<file path="config.mk">
export PLATFORM = sky130hd
export DESIGN_NAME = axil_regif
export DESIGN_NICKNAME = d
export VERILOG_FILES = /design/src/rtl/axil_regif.sv
export SDC_FILE = /design/constraint.sdc
export NUM_CORES = 1
export LEC_CHECK = 0
export CAP_MARGIN = 20
export CORE_MARGIN = 2
export CORE_UTILIZATION = 37
export CTS_BUF_LIST = sky130_fd_sc_hd__clkbuf_4 sky130_fd_sc_hd__clkbuf_8
export CTS_CLUSTER_SIZE = 20
export DETAILED_ROUTE_END_ITERATION = 12
export PLACE_DENSITY = 0.91
export SLEW_MARGIN = 20
export SYNTH_ARGS = -nofsm -noshare
export SYNTH_HDL_FRONTEND = slang
export SYNTH_SLANG_ARGS = --single-unit
</file>
<file path="constraint.sdc">
create_clock -name FCLK_CLK0 -period 1.7 [get_ports FCLK_CLK0]
set_input_delay 0.34 -clock FCLK_CLK0 [delete_from_list [all_inputs] [get_ports FCLK_CLK0]]
set_output_delay 0.34 -clock FCLK_CLK0 [all_outputs]
set_load 0.02 [all_outputs]
</file>
<file path="src/rtl/axil_regif.sv">
// AXI4-Lite slave front-end exposing NUM_REGS registers as one-hot write/read strobes.
// Define AXIL_REGIF_SLVERR_EN to answer unmapped accesses with SLVERR instead of OKAY.

module axil_regif #(
    parameter int DATA_W   = 32,
    parameter int ADDR_W   = 16,
    parameter int NUM_REGS = 4
) (
    input  logic                       FCLK_CLK0,
    input  logic                       RST_N,
    input  logic [31:0]                AXI_awaddr,
    input  logic [2:0]                 AXI_awprot,
    input  logic                       AXI_awvalid,
    output logic                       AXI_awready,
    input  logic [DATA_W-1:0]          AXI_wdata,
    input  logic [DATA_W/8-1:0]        AXI_wstrb,
    input  logic                       AXI_wvalid,
    output logic                       AXI_wready,
    output logic [1:0]                 AXI_bresp,
    output logic                       AXI_bvalid,
    input  logic                       AXI_bready,
    input  logic [31:0]                AXI_araddr,
    input  logic [2:0]                 AXI_arprot,
    input  logic                       AXI_arvalid,
    output logic                       AXI_arready,
    output logic [DATA_W-1:0]          AXI_rdata,
    output logic [1:0]                 AXI_rresp,
    output logic                       AXI_rvalid,
    input  logic                       AXI_rready,
    output logic [NUM_REGS-1:0]        o_wr_en,
    output logic [DATA_W-1:0]          o_wr_data,
    output logic [DATA_W/8-1:0]        o_wr_strb,
    output logic [NUM_REGS-1:0]        o_rd_en,
    input  logic [NUM_REGS*DATA_W-1:0] i_rd_data
);

    localparam int STRB_W   = DATA_W / 8;
    localparam int ADDR_LSB = $clog2(STRB_W);
    localparam int IDX_W    = (NUM_REGS > 1) ? $clog2(NUM_REGS) : 1;
    localparam int OFF_W    = ADDR_W - ADDR_LSB;

    localparam logic [1:0] RESP_OKAY = 2'b00;
`ifdef AXIL_REGIF_SLVERR_EN
    localparam logic [1:0] RESP_UNMAPPED = 2'b10;
`else
    localparam logic [1:0] RESP_UNMAPPED = 2'b00;
`endif

    function automatic logic is_mapped(input logic [OFF_W-1:0] word);
        return 33'(word) < 33'(NUM_REGS);
    endfunction

    function automatic logic [NUM_REGS-1:0] onehot(input logic [OFF_W-1:0] word);
        logic [NUM_REGS-1:0] v;
        v = '0;
        v[word[IDX_W-1:0]] = 1'b1;
        return v;
    endfunction

    // Write-side holding registers and outputs
    logic                aw_full_q, aw_full_d;
    logic [OFF_W-1:0]    aw_word_q, aw_word_d;
    logic                w_full_q, w_full_d;
    logic [DATA_W-1:0]   w_data_q, w_data_d;
    logic [STRB_W-1:0]   w_strb_q, w_strb_d;
    logic                bvalid_q, bvalid_d;
    logic [1:0]          bresp_q, bresp_d;
    logic [NUM_REGS-1:0] wr_en_q, wr_en_d;
    logic [DATA_W-1:0]   wr_data_q, wr_data_d;
    logic [STRB_W-1:0]   wr_strb_q, wr_strb_d;

    // Read-side outputs
    logic                rvalid_q, rvalid_d;
    logic [1:0]          rresp_q, rresp_d;
    logic [DATA_W-1:0]   rdata_q, rdata_d;
    logic [NUM_REGS-1:0] rd_en_q, rd_en_d;

    logic                aw_hs, w_hs, ar_hs, wr_commit;
    logic [OFF_W-1:0]    aw_word_in, ar_word_in, cm_word;
    logic [DATA_W-1:0]   cm_data;
    logic [STRB_W-1:0]   cm_strb;
    logic [DATA_W-1:0]   reg_words [NUM_REGS];

    // Readies depend only on registered state; RST_N gates them low during reset.
    assign AXI_awready = RST_N & ~aw_full_q & ~bvalid_q;
    assign AXI_wready  = RST_N & ~w_full_q & ~bvalid_q;
    assign AXI_arready = RST_N & ~rvalid_q;

    assign aw_hs      = AXI_awvalid & AXI_awready;
    assign w_hs       = AXI_wvalid & AXI_wready;
    assign ar_hs      = AXI_arvalid & AXI_arready;
    assign wr_commit  = (aw_full_q | aw_hs) & (w_full_q | w_hs);

    assign aw_word_in = AXI_awaddr[ADDR_W-1:ADDR_LSB];
    assign ar_word_in = AXI_araddr[ADDR_W-1:ADDR_LSB];
    assign cm_word    = aw_full_q ? aw_word_q : aw_word_in;
    assign cm_data    = w_full_q ? w_data_q : AXI_wdata;
    assign cm_strb    = w_full_q ? w_strb_q : AXI_wstrb;

    always_comb begin
        for (int i = 0; i < NUM_REGS; i++) begin
            reg_words[i] = i_rd_data[i*DATA_W +: DATA_W];
        end
    end

    // NOTE: every variable gets a default first so no path leaves it unassigned (no latches).
    always_comb begin
        aw_full_d = aw_full_q;
        aw_word_d = aw_word_q;
        w_full_d  = w_full_q;
        w_data_d  = w_data_q;
        w_strb_d  = w_strb_q;
        bvalid_d  = bvalid_q & ~AXI_bready;
        bresp_d   = bresp_q;
        wr_en_d   = '0;
        wr_data_d = wr_data_q;
        wr_strb_d = wr_strb_q;

        if (aw_hs) begin
            aw_full_d = 1'b1;
            aw_word_d = aw_word_in;
        end
        if (w_hs) begin
            w_full_d = 1'b1;
            w_data_d = AXI_wdata;
            w_strb_d = AXI_wstrb;
        end
        if (wr_commit) begin
            aw_full_d = 1'b0;
            w_full_d  = 1'b0;
            bvalid_d  = 1'b1;
            wr_data_d = cm_data;
            wr_strb_d = cm_strb;
            if (is_mapped(cm_word)) begin
                wr_en_d = onehot(cm_word);
                bresp_d = RESP_OKAY;
            end else begin
                bresp_d = RESP_UNMAPPED;
            end
        end
    end

    always_comb begin
        rvalid_d = rvalid_q & ~AXI_rready;
        rresp_d  = rresp_q;
        rdata_d  = rdata_q;
        rd_en_d  = '0;

        if (ar_hs) begin
            rvalid_d = 1'b1;
            if (is_mapped(ar_word_in)) begin
                rdata_d = reg_words[ar_word_in[IDX_W-1:0]];
                rresp_d = RESP_OKAY;
                rd_en_d = onehot(ar_word_in);
            end else begin
                rdata_d = '0;
                rresp_d = RESP_UNMAPPED;
            end
        end
    end

    // NOTE: state updates use non-blocking assignments so every flop samples pre-edge values.
    // NOTE: the payload holding registers are reset as well, keeping X off o_wr_data after reset.
    always_ff @(posedge FCLK_CLK0 or negedge RST_N) begin
        if (!RST_N) begin
            aw_full_q <= 1'b0;
            aw_word_q <= '0;
            w_full_q  <= 1'b0;
            w_data_q  <= '0;
            w_strb_q  <= '0;
            bvalid_q  <= 1'b0;
            bresp_q   <= 2'b00;
            wr_en_q   <= '0;
            wr_data_q <= '0;
            wr_strb_q <= '0;
            rvalid_q  <= 1'b0;
            rresp_q   <= 2'b00;
            rdata_q   <= '0;
            rd_en_q   <= '0;
        end else begin
            aw_full_q <= aw_full_d;
            aw_word_q <= aw_word_d;
            w_full_q  <= w_full_d;
            w_data_q  <= w_data_d;
            w_strb_q  <= w_strb_d;
            bvalid_q  <= bvalid_d;
            bresp_q   <= bresp_d;
            wr_en_q   <= wr_en_d;
            wr_data_q <= wr_data_d;
            wr_strb_q <= wr_strb_d;
            rvalid_q  <= rvalid_d;
            rresp_q   <= rresp_d;
            rdata_q   <= rdata_d;
            rd_en_q   <= rd_en_d;
        end
    end

    assign AXI_bvalid = bvalid_q;
    assign AXI_bresp  = bresp_q;
    assign AXI_rvalid = rvalid_q;
    assign AXI_rresp  = rresp_q;
    assign AXI_rdata  = rdata_q;
    assign o_wr_en    = wr_en_q;
    assign o_wr_data  = wr_data_q;
    assign o_wr_strb  = wr_strb_q;
    assign o_rd_en    = rd_en_q;

    // Protection bits and address bits outside the decoded window carry no meaning here.
    logic unused_ok;
    assign unused_ok = ^{AXI_awprot, AXI_arprot, AXI_awaddr, AXI_araddr};

endmodule
</file>
==> results.cfg <==
[setup_path]
critical-path-slowest-cell = dlygate4sd3_1
timing.critical_path.slowest_cell_delay_ps = 600
critPathBufInv = 4
worstPathArrival_ps = 1980
timing_worst_setup_path_type = primary input to flip-flop
critical_path.top_delay_family = buffers and inverters
path_cells = buf_6 -> dlygate4sd3_1 -> buf_4 -> nand3b_1 -> and4b_2 -> buf_12 -> a22o_1
setup.worst_path.start_class = primary input
path_max_fanout = 25
critical_path.endpoint_type = flip-flop
worst_ep_required_time_ps = 2020

[place]
placement.io_buffers = 279
dp_cells = 890
placement.cell_area_um2 = 9330
gpl.final_weighted_congestion = 0.891
dp_hpwl_mm = 14.0

[global_route]
grt_antenna_before_repair = 2
grt_start_max_net_pins = 47
vias_in_the_first_global_route = 5312
wire_length_of_the_first_global_routing_pass_mm = 28.3
globalRouteOverflowTotal = 0
gr-usage-all-layers_pct = 21.1

[cells_and_area]
flow.area_growth_from_synthesis_pct = 58.3
final_core_utilization_pct = 59.2
layout.nets = 933
final-instance-count-excl-fill = 927
final_design_area_no_fill_um2 = 9710
layout-drive-gt1-share_pct = 32.9

[power]
cellLeakagePower_uw = 0.00426
vdd.ir_drop.worst_mv = 0.602
pwr_density_cell_nw_per_um2 = 1230

[logic_synthesis]
avgSynthCellArea_um2 = 15.6
synth-seq-cells = 130
yosysUniqueCellTypes = 30
asyncSetResetFlopFracSynth_pct = 100
syn-cell-area_um2 = 6130
synth-edff-count = 0
synth_ff_type = dfrtp_1
ys_warn_count = 0
yosysSeqAreaShare_pct = 53.0
synth_cells = 394

[status]
status = completed

[timing]
period_needed_ps = 1660
final_min_period_over_clock_period_pct = 97.7
tightestPinTransition_ps = 611
max_freq_mhz = 602
worst_slew_margin_rel_pct = 59.3
timing.clock.skew_ps = 8.24
drv_slew = 0
final-hold-violation-count = 0
unrepaired_setup_endpoints_after_global_routing = yes
setup_viol = 0

[cts]
cts_buffers = 17
numClockSinks = 130
path_clk_slew_ps = 80
htree_num_levels = 4
clock_insertion_delay_worst_skew_ps = 430
cts-root-to-sink-buffers = 2
cts_root_buffer = clkbuf_8
tritoncts = done

[route]
drt-vias-per-instance = 5.11
average_wire_per_cell_in_the_routed_design_um = 19.5
drtIter0Drc = 137
num_vias = 4735
drt_drc_violations_left = 0
wirelength_mm = 18.1
drt-pass1-iter-count = 4
detail-route-antenna-nets = 0

[die]
start_util_pct = 37.4
fp-row-count = 47
vertical_die_dimension_um = 133
die_area_um2 = 17600
width_of_the_die_um = 133
pin_count = 326
coreArea_um2 = 16400

[min_path]
hold_class = primary input to asynchronous set/reset pin

[flow_run]
cap_violations = 0
-- registers in the layout (all words and copies together), names as in the netlist --
register    count
w_strb_q        4
AXI_rdata      32
o_wr_en         4
w_full_q        1
o_rd_en         4
aw_word_q      14
o_wr_strb       4
w_data_q       32
aw_full_q       1
AXI_rvalid      1
o_wr_data      32
AXI_bvalid      1
-- cells in the mapped netlist (2+ instances only) --
cell         n  share of area, %
a2111oi_1    3              0.49
a22o_1      32               4.6
and3_1       2              0.20
buf_2       14               1.1
buf_4        8              0.98
buf_6        2              0.37
clkbuf_1    10              0.61
dfrtp_1    130                53
inv_1        3              0.18
mux2_2     123                23
mux2i_1      2              0.33
mux4_2      32                12
nand4_1      2              0.20
nor2_1       5              0.31
nor3_1       5              0.41
nor4_1       6              0.61
o21ai_0      2              0.16
-- layout by cell type (no fill, tap or decap), types with 2 or more instances in the layout --
cell	netlist	layout
conb_1	1	4
buf_4	8	22
buf_2	14	2
nor3_1	5	5
a22o_1	32	32
clkdlybuf4s50_1	0	196
nor2_1	5	5
nor4_1	6	6
mux2i_1	2	2
dlygate4sd2_1	0	78
diode_2	0	2
inv_1	3	2
clkbuf_8	0	19
and4bb_2	1	2
mux2_2	123	123
dfrtp_2	0	2
mux4_2	32	32
buf_12	0	8
o21ai_0	2	2
nand4_1	2	2
clkinv_2	0	4
bufinv_16	0	4
and3_1	2	2
dlygate4sd3_1	0	2
clkinv_4	0	3
dfrtp_1	130	128
a2111oi_2	1	3
-- path summary, 6_finish.rpt --
| kind | end | cells after the start | from | slack [ps] |
|---|---|---|---|---|
| max reg2reg | o_wr_en[1] | 4 | w_full_q | 40 |
| max | AXI_rdata[7] | 7 | RST_N | 40 |
| max in group asynchronous | w_data_q[9] | 4 | RST_N | 600 |
| min | AXI_rdata[19] | 2 | RST_N | 60 |
| min in group FCLK_CLK0 | o_rd_en[0] | 3 | AXI_araddr[2] | 440 |
| min reg2reg | o_wr_data[31] | 1 | o_wr_data[31] | 500 |
-- through the flow --
step           power, µW  worst slack [ps]  setup TNS [ps]  hold slack (ps)
6_report           12000              38.3               0             57.7
5_1_grt            12600             -2.12           -3.76             90.3
4_1_cts            12100              4.81               0             42.4
3_5_place_dp        9520              -378          -31990              330
3_3_place_gp        9250              -305          -26160              325
2_1_floorplan       7380             -13.6            -272             44.4
-- power by group --
part | switching (µW) | internal [µW] | leakage, µW
Combinational | 1870 | 2460 | 0.00241
Sequential | 572 | 4180 | 0.00162
Clock | 1210 | 1680 | 0.000226
Total | 3650 | 8310 | 0.00426
-- layer usage --
layer | vias to the layer above | track usage, % | routed length (µm)
met5 | - | 0 | 0
met4 | 0 | 12.9 | 1040
met3 | 58 | 6.78 | 1310
met2 | 234 | 36.0 | 9130
met1 | 2339 | 22.8 | 6590
li1 | 2104 | - | -
-- final cells by class --
cell class | instances | area [µm²]
multi-input cells | 230 | 2710
inverters | 3 | 11.3
clock buffers | 19 | 262
fillers | 1255 | 6690
clock inverters | 13 | 183
diodes | 2 | 5.00
well taps | 220 | 275
repair buffers | 310 | 3020
flip-flops and latches | 130 | 3260
-- timing repair --
item                                    4_1_cts  5_1_grt
hold buffers                                  2        0
pin swaps                                     0        2
setup buffers                                 0        1
hold endpoints to repair                     27        0
resized for setup                            90        7
endpoints found under the setup margin       82        7
-- cell families after synthesis --
kind of cell    share of synthesized area [%]
simple gates                             2.88
other cells                            0.0611
compound gates                           5.91
buf+inv                                  3.28
flops                                    53.0
mux                                      34.8
Power figures use the tool's default switching activity.
